`config.mk`:
```
export PLATFORM = sky130hd
export DESIGN_NAME = imem_loader
export DESIGN_NICKNAME = d
export VERILOG_FILES = /design/src/rtl/loader_defs.sv /design/src/rtl/uart_rx_byte.sv /design/src/rtl/imem_loader.sv
export SDC_FILE = /design/constraint.sdc
export NUM_CORES = 1
export LEC_CHECK = 0
export ABC_AREA = 1
export CAP_MARGIN = 20
export CORE_MARGIN = 10
export CORE_UTILIZATION = 56
export DETAILED_ROUTE_END_ITERATION = 7
export MAX_ROUTING_LAYER = met4
export PLACE_DENSITY = 0.79
export REMOVE_ABC_BUFFERS = 1
export SYNTH_ARGS = -nofsm -noshare
export SYNTH_HDL_FRONTEND = slang
export SYNTH_SLANG_ARGS = --single-unit
export TNS_END_PERCENT = 50
```
`constraint.sdc`:
```
create_clock -name clock -period 2.3 [get_ports clock]
set_input_delay 0.23 -clock clock [delete_from_list [all_inputs] [get_ports clock]]
set_output_delay 0.23 -clock clock [all_outputs]
set_load 0.1 [all_outputs]
```
`src/rtl/loader_defs.sv`:
```
// Shared definitions for the serial instruction-memory boot loader:
// receiver/loader state encodings, header and word sizing, frame length.
package loader_defs;

  localparam logic [1:0] RX_IDLE  = 2'd0;
  localparam logic [1:0] RX_START = 2'd1;
  localparam logic [1:0] RX_BITS  = 2'd2;
  localparam logic [1:0] RX_STOP  = 2'd3;

  localparam logic [2:0] LD_HDR_HI = 3'd0;
  localparam logic [2:0] LD_HDR_LO = 3'd1;
  localparam logic [2:0] LD_DATA   = 3'd2;
  localparam logic [2:0] LD_CSUM   = 3'd3;
  localparam logic [2:0] LD_DONE   = 3'd4;
  localparam logic [2:0] LD_ERROR  = 3'd5;

  localparam int HDR_W          = 16;
  localparam int BYTES_PER_WORD = 4;
  localparam int FRAME_BITS     = 10;

  // Big-endian assembly: the first byte of a word ends up in [31:24].
  function automatic logic [31:0] push_byte(
    input logic [31:0] w,
    input logic [7:0]  b
  );
    return {w[23:0], b};
  endfunction

endpackage

```
`src/rtl/uart_rx_byte.sv`:
```
// 8N1 UART byte receiver with a 2-flop rx synchronizer.
// Ports: clock, reset (sync, active-high), rx -> byte_valid, byte_data, frame_error.
module uart_rx_byte
  import loader_defs::*;
#(
  parameter int CLKS_PER_BIT = 868
) (
  input  logic       clock,
  input  logic       reset,
  input  logic       rx,
  output logic       byte_valid,
  output logic [7:0] byte_data,
  output logic       frame_error
);

  localparam int CW    = $clog2(CLKS_PER_BIT);
  localparam int DBITS = FRAME_BITS - 2;
  localparam logic [CW-1:0] HALF = CW'(CLKS_PER_BIT / 2 - 1);
  localparam logic [CW-1:0] LAST = CW'(CLKS_PER_BIT - 1);

  logic          rx_m_q, rx_s_q;
  logic [1:0]    st_q, st_d;
  logic [CW-1:0] cnt_q, cnt_d;
  logic [2:0]    bit_q, bit_d;
  logic [7:0]    sh_q, sh_d;
  logic          bv_q, bv_d;
  logic          fe_q, fe_d;

  always_comb begin
    st_d  = st_q;
    cnt_d = cnt_q + 1'b1;
    bit_d = bit_q;
    sh_d  = sh_q;
    bv_d  = 1'b0;
    fe_d  = 1'b0;
    unique case (st_q)
      RX_IDLE: begin
        cnt_d = '0;
        if (!rx_s_q) st_d = RX_START;
      end
      RX_START: begin
        // Recheck mid start bit; a high line here was a glitch.
        if (cnt_q == HALF) begin
          cnt_d = '0;
          bit_d = '0;
          st_d  = rx_s_q ? RX_IDLE : RX_BITS;
        end
      end
      RX_BITS: begin
        if (cnt_q == LAST) begin
          cnt_d = '0;
          sh_d  = {rx_s_q, sh_q[7:1]};
          bit_d = bit_q + 3'd1;
          if (bit_q == 3'(DBITS - 1)) st_d = RX_STOP;
        end
      end
      RX_STOP: begin
        if (cnt_q == LAST) begin
          cnt_d = '0;
          st_d  = RX_IDLE;
          bv_d  = rx_s_q;
          fe_d  = !rx_s_q;
        end
      end
      default: st_d = RX_IDLE;
    endcase
  end

  always_ff @(posedge clock) begin
    if (reset) begin
      rx_m_q <= 1'b1;
      rx_s_q <= 1'b1;
      st_q   <= RX_IDLE;
      cnt_q  <= '0;
      bit_q  <= '0;
      sh_q   <= '0;
      bv_q   <= 1'b0;
      fe_q   <= 1'b0;
    end else begin
      rx_m_q <= rx;
      rx_s_q <= rx_m_q;
      st_q   <= st_d;
      cnt_q  <= cnt_d;
      bit_q  <= bit_d;
      sh_q   <= sh_d;
      bv_q   <= bv_d;
      fe_q   <= fe_d;
    end
  end

  assign byte_valid  = bv_q;
  assign byte_data   = sh_q;
  assign frame_error = fe_q;

endmodule

```
`src/rtl/imem_loader.sv`:
```
// UART boot loader: 16-bit word-count header, big-endian words, imem writes.
// Ports: clock, reset, rx -> wr_en/wr_addr/wr_data, busy, done, cpu_hold,
// word_count, overflow, frame_err, csum_err. IMEM_LOADER_CHECKSUM_EN adds
// a trailing XOR checksum byte.
module imem_loader
  import loader_defs::*;
#(
  parameter int CLKS_PER_BIT = 868,
  parameter int ADDR_W       = 8
) (
  input  logic              clock,
  input  logic              reset,
  input  logic              rx,
  output logic              wr_en,
  output logic [ADDR_W-1:0] wr_addr,
  output logic [31:0]       wr_data,
  output logic              busy,
  output logic              done,
  output logic              cpu_hold,
  output logic [HDR_W-1:0]  word_count,
  output logic              overflow,
  output logic              frame_err,
  output logic              csum_err
);

  localparam logic [31:0] CAP = 32'(1) << ADDR_W;
`ifdef IMEM_LOADER_CHECKSUM_EN
  localparam logic [2:0] LD_END = LD_CSUM;
`else
  localparam logic [2:0] LD_END = LD_DONE;
`endif

  logic       byte_valid;
  logic [7:0] byte_data;
  logic       frame_error;

  uart_rx_byte #(
    .CLKS_PER_BIT(CLKS_PER_BIT)
  ) u_rx (
    .clock      (clock),
    .reset      (reset),
    .rx         (rx),
    .byte_valid (byte_valid),
    .byte_data  (byte_data),
    .frame_error(frame_error)
  );

  logic [2:0]       st_q, st_d;
  logic [7:0]       hi_q, hi_d;
  logic [HDR_W-1:0] wc_q, wc_d;
  logic [1:0]       bidx_q, bidx_d;
  logic [HDR_W:0]   widx_q, widx_d;
  logic [31:0]      word_q, word_d;
  logic             wen_q, wen_d;
  logic [ADDR_W-1:0] waddr_q, waddr_d;
  logic [31:0]      wdata_q, wdata_d;
  logic             ovf_q, ovf_d;
  logic             ferr_q, ferr_d;
  logic [HDR_W-1:0] hdr;
`ifdef IMEM_LOADER_CHECKSUM_EN
  logic [7:0]       csum_q, csum_d;
  logic             cerr_q, cerr_d;
`endif

  assign hdr = {hi_q, byte_data};

  always_comb begin
    st_d    = st_q;
    hi_d    = hi_q;
    wc_d    = wc_q;
    bidx_d  = bidx_q;
    widx_d  = widx_q;
    word_d  = word_q;
    wen_d   = 1'b0;
    waddr_d = waddr_q;
    wdata_d = wdata_q;
    ovf_d   = ovf_q;
    ferr_d  = ferr_q;
`ifdef IMEM_LOADER_CHECKSUM_EN
    csum_d  = csum_q;
    cerr_d  = cerr_q;
`endif
    if (frame_error && st_q != LD_DONE && st_q != LD_ERROR) begin
      st_d   = LD_ERROR;
      ferr_d = 1'b1;
    end else if (byte_valid) begin
      unique case (st_q)
        LD_HDR_HI: begin
          hi_d = byte_data;
          st_d = LD_HDR_LO;
        end
        LD_HDR_LO: begin
          wc_d   = hdr;
          widx_d = '0;
          bidx_d = '0;
          ovf_d  = 32'(hdr) > CAP;
          st_d   = (hdr == '0) ? LD_END : LD_DATA;
        end
        LD_DATA: begin
          word_d = push_byte(word_q, byte_data);
          bidx_d = bidx_q + 2'd1;
          if (bidx_q == 2'(BYTES_PER_WORD - 1)) begin
            widx_d = widx_q + 1'b1;
            // Words past capacity are consumed but never written.
            if (32'(widx_q) < CAP) begin
              wen_d   = 1'b1;
              waddr_d = ADDR_W'(widx_q);
              wdata_d = word_d;
            end
            if (widx_d == {1'b0, wc_q}) st_d = LD_END;
          end
        end
`ifdef IMEM_LOADER_CHECKSUM_EN
        LD_CSUM: begin
          if (byte_data == csum_q) begin
            st_d = LD_DONE;
          end else begin
            st_d   = LD_ERROR;
            cerr_d = 1'b1;
          end
        end
`endif
        default: ;
      endcase
`ifdef IMEM_LOADER_CHECKSUM_EN
      if (st_q inside {LD_HDR_HI, LD_HDR_LO, LD_DATA})
        csum_d = csum_q ^ byte_data;
`endif
    end
  end

  always_ff @(posedge clock) begin
    if (reset) begin
      st_q    <= LD_HDR_HI;
      hi_q    <= '0;
      wc_q    <= '0;
      bidx_q  <= '0;
      widx_q  <= '0;
      word_q  <= '0;
      wen_q   <= 1'b0;
      waddr_q <= '0;
      wdata_q <= '0;
      ovf_q   <= 1'b0;
      ferr_q  <= 1'b0;
`ifdef IMEM_LOADER_CHECKSUM_EN
      csum_q  <= '0;
      cerr_q  <= 1'b0;
`endif
    end else begin
      st_q    <= st_d;
      hi_q    <= hi_d;
      wc_q    <= wc_d;
      bidx_q  <= bidx_d;
      widx_q  <= widx_d;
      word_q  <= word_d;
      wen_q   <= wen_d;
      waddr_q <= waddr_d;
      wdata_q <= wdata_d;
      ovf_q   <= ovf_d;
      ferr_q  <= ferr_d;
`ifdef IMEM_LOADER_CHECKSUM_EN
      csum_q  <= csum_d;
      cerr_q  <= cerr_d;
`endif
    end
  end

  assign wr_en      = wen_q;
  assign wr_addr    = waddr_q;
  assign wr_data    = wdata_q;
  assign word_count = wc_q;
  assign overflow   = ovf_q;
  assign frame_err  = ferr_q;
  assign done       = (st_q == LD_DONE);
  assign cpu_hold   = !done;
  assign busy       = st_q inside {LD_HDR_LO, LD_DATA, LD_CSUM};
`ifdef IMEM_LOADER_CHECKSUM_EN
  assign csum_err   = cerr_q;
`else
  assign csum_err   = 1'b0;
`endif

endmodule
```
==> flow_summary.ini <==
[timing]
worst_slew_pin_slew_ps = 552
final_hold_viol_count = 0
finalHoldWorstSlack_ps = 270
max_clock_freq_mhz = 472
min_period_ps = 2120
final.setup.worst_slack_ps = 180
worst_skew_ps = 6.33
tns_ps = 0
rsz_0062_raised_after_global_routing = no
finalSetupViolations = 0
timing_max_transition_violations_final = 0
finalCritPeriodShare_pct = 92.2
slew_headroom_pct = 63.1

[layout]
final-instance-count-excl-fill = 1014
fill_cells = 846
final_core_utilization_pct = 70.0
layout-drive-gt1-share_pct = 17.0
n_antenna_cell = 0
area_growth_pct = 21.1
final_design_area_no_fill_mm2 = 0.00729
finish.net_count = 874

[floorplanning]
chipHeight_um = 124
design.core.area_mm2 = 0.0104
boundary_pins = 66
die_w_um = 124
die_area_mm2 = 0.0153
rows = 37
initial_standard_cell_utilization_of_the_core_pct = 57.8

[global_routing]
overflow = 0
antenna_found_initial = 0
pin_count_of_the_biggest_net_entering_global_routing = 71
first_pass_grt_wire_length_um = 26000
grt_util_all_layers_pct = 21.8
first_global_vias = 5391

[route]
drc_violations_left = 0
final_antenna_net_count = 0
drt-met1-wl_um = 7090
routed_wl_um = 16200
drt-vias-per-instance = 5.59
route.met3.wl_um = 929
detailedRoute.firstPassIterationCount = 5
met2RoutedLength_um = 7800
maxUsedRoutingLayer = met4
route.vias.total = 5671
drtIter0Drc = 533
detail_route.wl_per_cell_um = 15.9

[synthesis]
postSynth.asyncResetShare_pct = 0
post-synth-top-area-fraction_pct = 46.6
primary_flip_flop_cell_chosen_by_synthesis_mapping = sky130_fd_sc_hd__dfxtp_1
synth_enable_flop_cells = 0
cell_types_with_the_largest_area_share_after_synthesis = sky130_fd_sc_hd__dfxtp_1 (47%), sky130_fd_sc_hd__o21ai_0 (8.1%), sky130_fd_sc_hd__a21oi_1 (8.0%)
synth-seq-area-share_pct = 46.6
ys.warnings.count = 0
synth.cell_area_mm2 = 0.00602
synth_top_cell_by_area = sky130_fd_sc_hd__dfxtp_1
postSynthAreaPerCell_um2 = 7.51
post_synthesis_instance_total = 802
synth-seq-cells = 140
number_of_unique_standard_cell_types_used_by_synthesis = 42

[placed_design]
placedInstanceArea_mm2 = 0.00665
numPortBuffers = 64
detailed_place_hpwl_um = 11200
finalWeightedCongestion = 0.954
dp.cells = 982
post_place_setup_slack_ps = 96.7

[setup_path]
cpMaxStageDelayCell = sky130_fd_sc_hd__dfxtp_1
critPathMaxFanout = 22
cp_slowest_stage_delay_ps = 360
crit_chain = ha_1 > inv_1 > nor4_1 > inv_1 > nor4_2 > nand2_2 > inv_2 > buf_12 > o21ai_0 > a31oi_1
cpMostUsedCell = sky130_fd_sc_hd__inv_1
path_class = register to register
critical_path_required_ps = 2740
worst_setup_path_end_kind = register
worstSetupStartpointType = register
critPathArrivalTime_ps = 2560
r2r_setup_slack_ps = 180

[pwr]
pwr-share-comb_pct = 4.3
clock_power_share_pct = 51.1
total_switching_power_mw = 1.25
power.share.switching_pct = 22.5
total_leakage_power_nw = 2.94
share_seq_of_total_power_pct = 44.6
internal-power_mw = 4.33
power.ir.vdd_worst_uv = 440
post-layout-total-power_mw = 5.58
cellPowerDensity_mw_per_mm2 = 766

[clock_tree]
ctsHtreeMaxLevel = 4
cts_resized = 0
insertion_delay_ps = 520
ctsLongestPathBuffers = 2
clk_pin_slew_ps = 60
cts-buffers-inserted = 17
clock_sinks = 140
clock_tree.root_cell = sky130_fd_sc_hd__clkbuf_8
post-cts-setup-buffer-count = 0
cts_tree = done
post_cts_hold_buffer_count = 0

[hold_path]
min_path_type = primary input to register

[flow_run]
timing.max_cap.violations = 0

[status]
status = complete, no violations
[cell families after synthesis]
group / after synthesis / synth area share [%]
AO/OA/AOI/OAI: 232 / 20.2
other: 1 / 0.0623
adder cells (fa/ha/maj): 6 / 1.25
buffers and inverters: 128 / 8.52
XOR/XNOR: 5 / 0.956
AND/OR/NAND/NOR: 290 / 22.4
flip-flops: 140 / 46.6
[layout make-up]
class	count	area, µm²	area share [%]
Sequential cell	140	2810	38.5
Multi-Input combinational cell	534	2720	37.4
Timing Repair Buffer	79	623	8.55
Clock buffer	19	432	5.92
Inverter	93	349	4.79
Clock inverter	13	186	2.56
Tap cell	136	170	2.33
[critical path: cells and delay by family (launching register included)]
family	cells	cell delay (ps)
and+or+nand+nor	3	770
buffers and inverters	4	450
DFF	1	360
AOI/OAI and AO/OA	2	300
adders and majority gates	1	160
[cells in the mapped netlist (3+ instances only)]
| cell | n |
|---|---|
| sky130_fd_sc_hd__dfxtp_1 | 140 |
| sky130_fd_sc_hd__nand4_1 | 12 |
| sky130_fd_sc_hd__clkbuf_1 | 24 |
| sky130_fd_sc_hd__a21oi_1 | 96 |
| sky130_fd_sc_hd__or2_2 | 4 |
| sky130_fd_sc_hd__a31oi_1 | 17 |
| sky130_fd_sc_hd__nand3_1 | 55 |
| sky130_fd_sc_hd__xor2_1 | 3 |
| sky130_fd_sc_hd__nor2_4 | 7 |
| sky130_fd_sc_hd__inv_1 | 87 |
| sky130_fd_sc_hd__nand3b_1 | 5 |
| sky130_fd_sc_hd__nor3_1 | 7 |
| sky130_fd_sc_hd__nor2_1 | 66 |
| sky130_fd_sc_hd__o21ai_0 | 97 |
| sky130_fd_sc_hd__buf_4 | 3 |
| sky130_fd_sc_hd__nor2_2 | 6 |
| sky130_fd_sc_hd__nand2_1 | 114 |
| sky130_fd_sc_hd__buf_2 | 5 |
| sky130_fd_sc_hd__a211oi_1 | 4 |
| sky130_fd_sc_hd__ha_1 | 6 |
| sky130_fd_sc_hd__o21ai_1 | 11 |
| sky130_fd_sc_hd__inv_2 | 6 |
| sky130_fd_sc_hd__nand2_2 | 5 |
[registers in the layout, indices dropped and copies added, names as in the netlist, 2 cells and up, named ones only]
signal / count
word_count: 16
u_rx.byte_data: 8
wr_addr: 8
u_rx.bit_q: 3
hi_q: 8
widx_q: 17
bidx_q: 2
word_q: 24
st_q: 3
wr_data: 32
u_rx.cnt_q: 10
[path summary, 6_finish.rpt]
kind,cells after the start,start,to
max,10,bidx_q[0],wr_data[0]
min,2,rx,u_rx.rx_m_q
max reg2reg,10,bidx_q[0],wr_data[0]
min reg2reg,1,u_rx.rx_m_q,u_rx.rx_s_q
[power by group through the flow]
stage	Combinational, mW	Sequential, mW	Clock (mW)
final	0.241	2.49	2.85
after global routing	0.269	2.49	2.98
after CTS	0.239	2.49	2.87
after detailed placement	0.231	2.54	0
after global placement	0.212	2.54	0
after floorplan	0.165	2.54	0
[layer usage]
layer,track usage [%],up-vias
met2,34.8,185
li1,-,2805
met5,-,-
met4,8.22,0
met1,26.5,2649
met3,4.66,32
[layout by cell type, fill, tap and decap left out, drive strengths merged, types with 2 or more instances in the layout]
| cell type | instances |
|---|---|
| a31oi | 17 |
| clkinvlp | 4 |
| ha | 6 |
| clkdlybuf4s50 | 2 |
| o21ai | 108 |
| xor2 | 3 |
| clkinv | 2 |
| nor3 | 8 |
| nand3b | 5 |
| bufinv | 4 |
| o21bai | 2 |
| nand3 | 56 |
| buf | 77 |
| dfxtp | 140 |
| clkbuf | 19 |
| nor2 | 79 |
| nor4 | 2 |
| or2 | 4 |
| inv | 96 |
| a21oi | 98 |
| a211oi | 5 |
| nand2 | 120 |
| nand4 | 12 |
(Power assumes the default switching activity.)
==> variant 1: new RTL, config.mk and constraints unchanged <==
The option `IMEM_LOADER_CHECKSUM_EN` is turned on by a define.
--- a/src/rtl/imem_loader.sv
+++ b/src/rtl/imem_loader.sv
@@ -3,4 +3,6 @@
 // word_count, overflow, frame_err, csum_err. IMEM_LOADER_CHECKSUM_EN adds
 // a trailing XOR checksum byte.
+`define IMEM_LOADER_CHECKSUM_EN
+
 module imem_loader
   import loader_defs::*;
Check against the original RTL: same outputs for any inputs over 10 cycles, from zero or initial values and one cycle with reset high; that may be too few to reach the edited logic, so the function may still have changed.
==> variant 1 against the unedited design <==
Synthesized cell count up 5.2%; global-route usage down 1.1 points; highest routed layer unchanged; synthesized area up 5.7%; cell area up 4.3%; critical path depth up 5; sequential cell count up 9; setup slack better by 0.036 ns; wire length up 0.38%.
Power is not compared: it rests on default switching activity, and its combinational part moved more than twofold at a synthesized area within 25%.
==> variant 1: results <==
metrics = {
    "drt": {
        "firstDrtPassIters": 5,
        "drt_iter0_markers": 563,
        "vias_per_cell": 5.536,
        "routedWlPerCell_um": 15.30,
    },
    "pwr": {
        "pwr_density_cell_nw_per_um2": 713.7,
        "pg_seq_mw": 2.59,
        "p_switching_mw": 1.148,
        "vdd.ir_drop.worst_mv": 0.5704,
        "leakagePower_nw": 3.169,
        "p_comb_frac": 0.018,
    },
    "cells_and_area": {
        "drive_above_1_share": 0.1533,
        "post-route-util": 0.6924,
        "largest_reg_flops": 32,
        "final_nets": 921,
        "n_antenna_cell": 0,
        "fill_cells": 896,
    },
    "setup_path": {
        "crit_family": "simple AND/OR/NAND/NOR gates",
        "r2r_cells": 15,
        "cp_max_fo": 6,
        "cpPeakStageDelay_ns": 0.39,
        "arrival_ns": 2.45,
        "critPathSlowestCell": "dfxtp_2",
    },
    "clock_network": {
        "cts_root_buf": "clkbuf_16",
        "clkLatencyLatePin_ns": 0.43,
        "postCtsSetupBuffers": 0,
        "numCtsBuffers": 17,
        "ctsHoldBuffers": 0,
    },
    "synth": {
        "synth_xor_area_frac": 0.02341,
        "async_flop_share": 0,
        "ys_types": 37,
        "synthTopCellsByCount": "149 x dfxtp_1, 128 x nand2_1, 100 x o21ai_0, 91 x a21oi_1, 87 x inv_1",
        "synth_area_leaders": "dfxtp_1 47%, o21ai_0 7.9%, nand2_1 7.6%",
        "synthAdderAreaFrac": 0.02164,
        "synth_compound_area_frac": 0.1806,
        "synthMuxAreaShare": 0,
        "yosysSeqAreaShare": 0.4690,
    },
    "worst_hold_path": {
        "holdPathStages": 2,
        "hold_class": "in2reg",
    },
    "global_routing": {
        "grt_pass1_wl_um": 27120,
        "antenna_found_initial": 0,
        "grtUsageTotal": 0.2067,
        "grt_max_degree": 110,
        "grt_pass1_vias": 5551,
    },
    "placed_design": {
        "place_area_um2": 7014,
        "port_buffers": 65,
        "dp_hpwl_um": 11590,
        "finalWeightedCongestion": 0.9518,
    },
    "timing": {
        "finClkSkew_ns": 0.008139,
        "tightest_slew_ns": 0.4475,
    },
    "outcome": {
        "status": "finished, final reports clean",
    },
}
## variant 1: changes by cell type after synthesis, sizes merged, moves of 4 or more
cell	before	now
nor2	79	96
a31oi	17	12
nor3	8	12
nand3	56	52
xor2	3	15
dfxtp	140	149
nand2	120	133
ha	6	11
a21oi	98	93
## variant 1: metal layers
layer	GRT usage	vias to the layer above	share of wire
met4	0.06832	0	0.015
met5	-	-	0
met2	0.3202	164	0.47
met3	0.04915	26	0.061
li1	-	2915	-
met1	0.2602	2763	0.45
## variant 1: kinds of logic (layout without fill, tap and decap cells)
group / count (synthesis) / in the layout
AOI/OAI and AO/OA: 221 / 221
xor gates and xnor gates: 17 / 17
adders and majority gates: 11 / 11
buffers and inverters: 128 / 204
DFF: 149 / 149
and+or+nand+nor: 318 / 318
## variant 1: worst paths after layout
check | startpoint | endpoint | slack (ns)
max | widx_q[0] | st_q[1] | 0.22
min | rx | u_rx.rx_m_q | 0.37
max reg2reg | widx_q[0] | st_q[1] | 0.22
min reg2reg | u_rx.rx_m_q | u_rx.rx_s_q | 0.41
## variant 1: per-stage QoR
stage | cells | worst slack [ns]
detailed placement | 1028 | 0.2017
global route | 1060 | 0.01263
finish | 1060 | 0.2164
global placement | 1028 | 0.3083
floorplan | 809 | -0.8884
CTS | 1060 | 0.1850
## variant 1: final cells by class
cell class | instances | share of cell area
Clock inverter | 10 | 0.01596
Inverter | 93 | 0.04590
Tap cell | 140 | 0.02303
Clock buffer | 22 | 0.06104
Sequential cell | 149 | 0.3926
Timing Repair Buffer | 79 | 0.08193
Multi-Input combinational cell | 567 | 0.3796
## variant 1: timing repair
action	CTS	global route
hold endpoints to repair	0	0
gates resized for setup	0	3
endpoints found under the setup margin	0	2
==> variant 2: new RTL, same flow settings <==
Made on the original files. Add an input register stage for `rx`; this delays it by one clock.
--- a/src/rtl/imem_loader.sv
+++ b/src/rtl/imem_loader.sv
@@ -25,4 +25,10 @@
 
   localparam logic [31:0] CAP = 32'(1) << ADDR_W;
+
+  logic rx_q;
+
+  always_ff @(posedge clock) begin
+    rx_q <= rx;
+  end
 `ifdef IMEM_LOADER_CHECKSUM_EN
   localparam logic [2:0] LD_END = LD_CSUM;
@@ -40,5 +46,5 @@
     .clock      (clock),
     .reset      (reset),
-    .rx         (rx),
+    .rx         (rx_q),
     .byte_valid (byte_valid),
     .byte_data  (byte_data),
Behaviour: same outputs for any inputs over 10 cycles, from zero or initial values and one cycle with reset high; that may be too few to reach the edited logic, so the function may still have changed.
==> variant 2 against the unedited design <==
Sequential share of layout area rose by 0.14 points; critical path depth fell by 1; synthesized area rose by 2.6%; wire length fell by 3.6%; setup slack improved by 0.0088 ns; sequential cell count rose by 1; synthesized cell count rose by 0.25%; cell area rose by 0.36%; first-iteration DRC count fell by 17%; total power fell by 5.8%; largest cell class unchanged; critical endpoint is now wr_data[2].
==> variant 2: results <==
metrics = {
    "pwr": {
        "leakagePower_nw": 2.877,
        "vdd.ir_drop.worst_mv": 0.6054,
    },
    "cells_and_area": {
        "buf_share": 0.08175,
        "multi_input_cells": 530,
        "multi_input_area_share": 0.3840,
        "clkbuf_count": 22,
        "nonClockBufferCount": 78,
        "fill_cells": 889,
        "regArea_um2": 2825,
        "clock_area_frac": 0.07474,
    },
    "clock_network": {
        "postCtsSetupBuffers": 3,
        "cts_resized": 0,
    },
    "synth": {
        "yosysSeqAreaShare": 0.4571,
        "synth_area_leaders": "dfxtp_1 46%, a21oi_1 8.3%, nand2_1 7.2%",
        "ys_seq_elements": 141,
        "synthTopCellsByCount": "141 x dfxtp_1, 119 x nand2_1, 102 x a21oi_1, 92 x inv_1, 82 x o21ai_0",
    },
    "setup_path": {
        "arrival_ns": 2.54,
        "rr_startpoint": "st_q[2]",
        "cp_max_fo": 44,
    },
    "timing": {
        "layout_min_cycle_time_ns": 2.111,
        "finClkSkew_ns": 0.008514,
        "hold_ws_ns": 0.1381,
        "timing.slew.headroom": 0.5519,
    },
    "drt": {
        "drt_iter0_markers": 440,
        "dr_wl_met3_um": 841,
        "vias": 5653,
        "wirelength_met1_um": 6868,
        "routedWlPerCell_um": 15.34,
        "met2_length_um": 7500,
        "top_layer": "met4",
    },
    "placed_design": {
        "finalWeightedCongestion": 0.9869,
        "dp_hpwl_um": 10660,
        "pre_cts_ws_ns": 0.06467,
    },
    "global_routing": {
        "use_met3": 0.04732,
        "grt_pass1_vias": 5474,
        "grtUsageTotal": 0.2025,
        "grt_max_degree": 81,
        "grt.met1_usage": 0.2408,
        "use_met2": 0.3243,
    },
    "worst_hold_path": {
        "hold_end": "rx_q",
        "holdPathStages": 1,
    },
    "outcome": {
        "status": "finished, final reports clean",
    },
    "floorplanning": {
        "start_util": 0.5696,
    },
}
[variant 2: cells by family (layout without fill, tap and decap cells)]
| kind of cell | count (synthesis) | after routing | share of synthesized area |
|---|---|---|---|
| AOI/OAI and AO/OA | 220 | 220 | 0.1947 |
| and+or+nand+nor | 290 | 290 | 0.2195 |
| other | 1 | 1 | 0.0006073 |
| buffers and inverters | 133 | 204 | 0.08997 |
| xor gates and xnor gates | 8 | 8 | 0.01580 |
| adders and majority gates | 11 | 11 | 0.02229 |
| DFF | 141 | 141 | 0.4571 |
[variant 2: power breakdown]
part           internal [mW]  switching [mW]
combinational         0.0746           0.150
clock                   1.51            1.04
sequential              2.46          0.0202
total                   4.05            1.21
[variant 2: through the flow]
step                      cells  area [um^2]  utilization
after floorplan             767         5981            -
final                      1015         7316       0.6749
after global placement      980         6716       0.6196
after global routing       1015         7316       0.6749
after CTS                  1013         7286       0.6721
after detailed placement    980         6716       0.6196
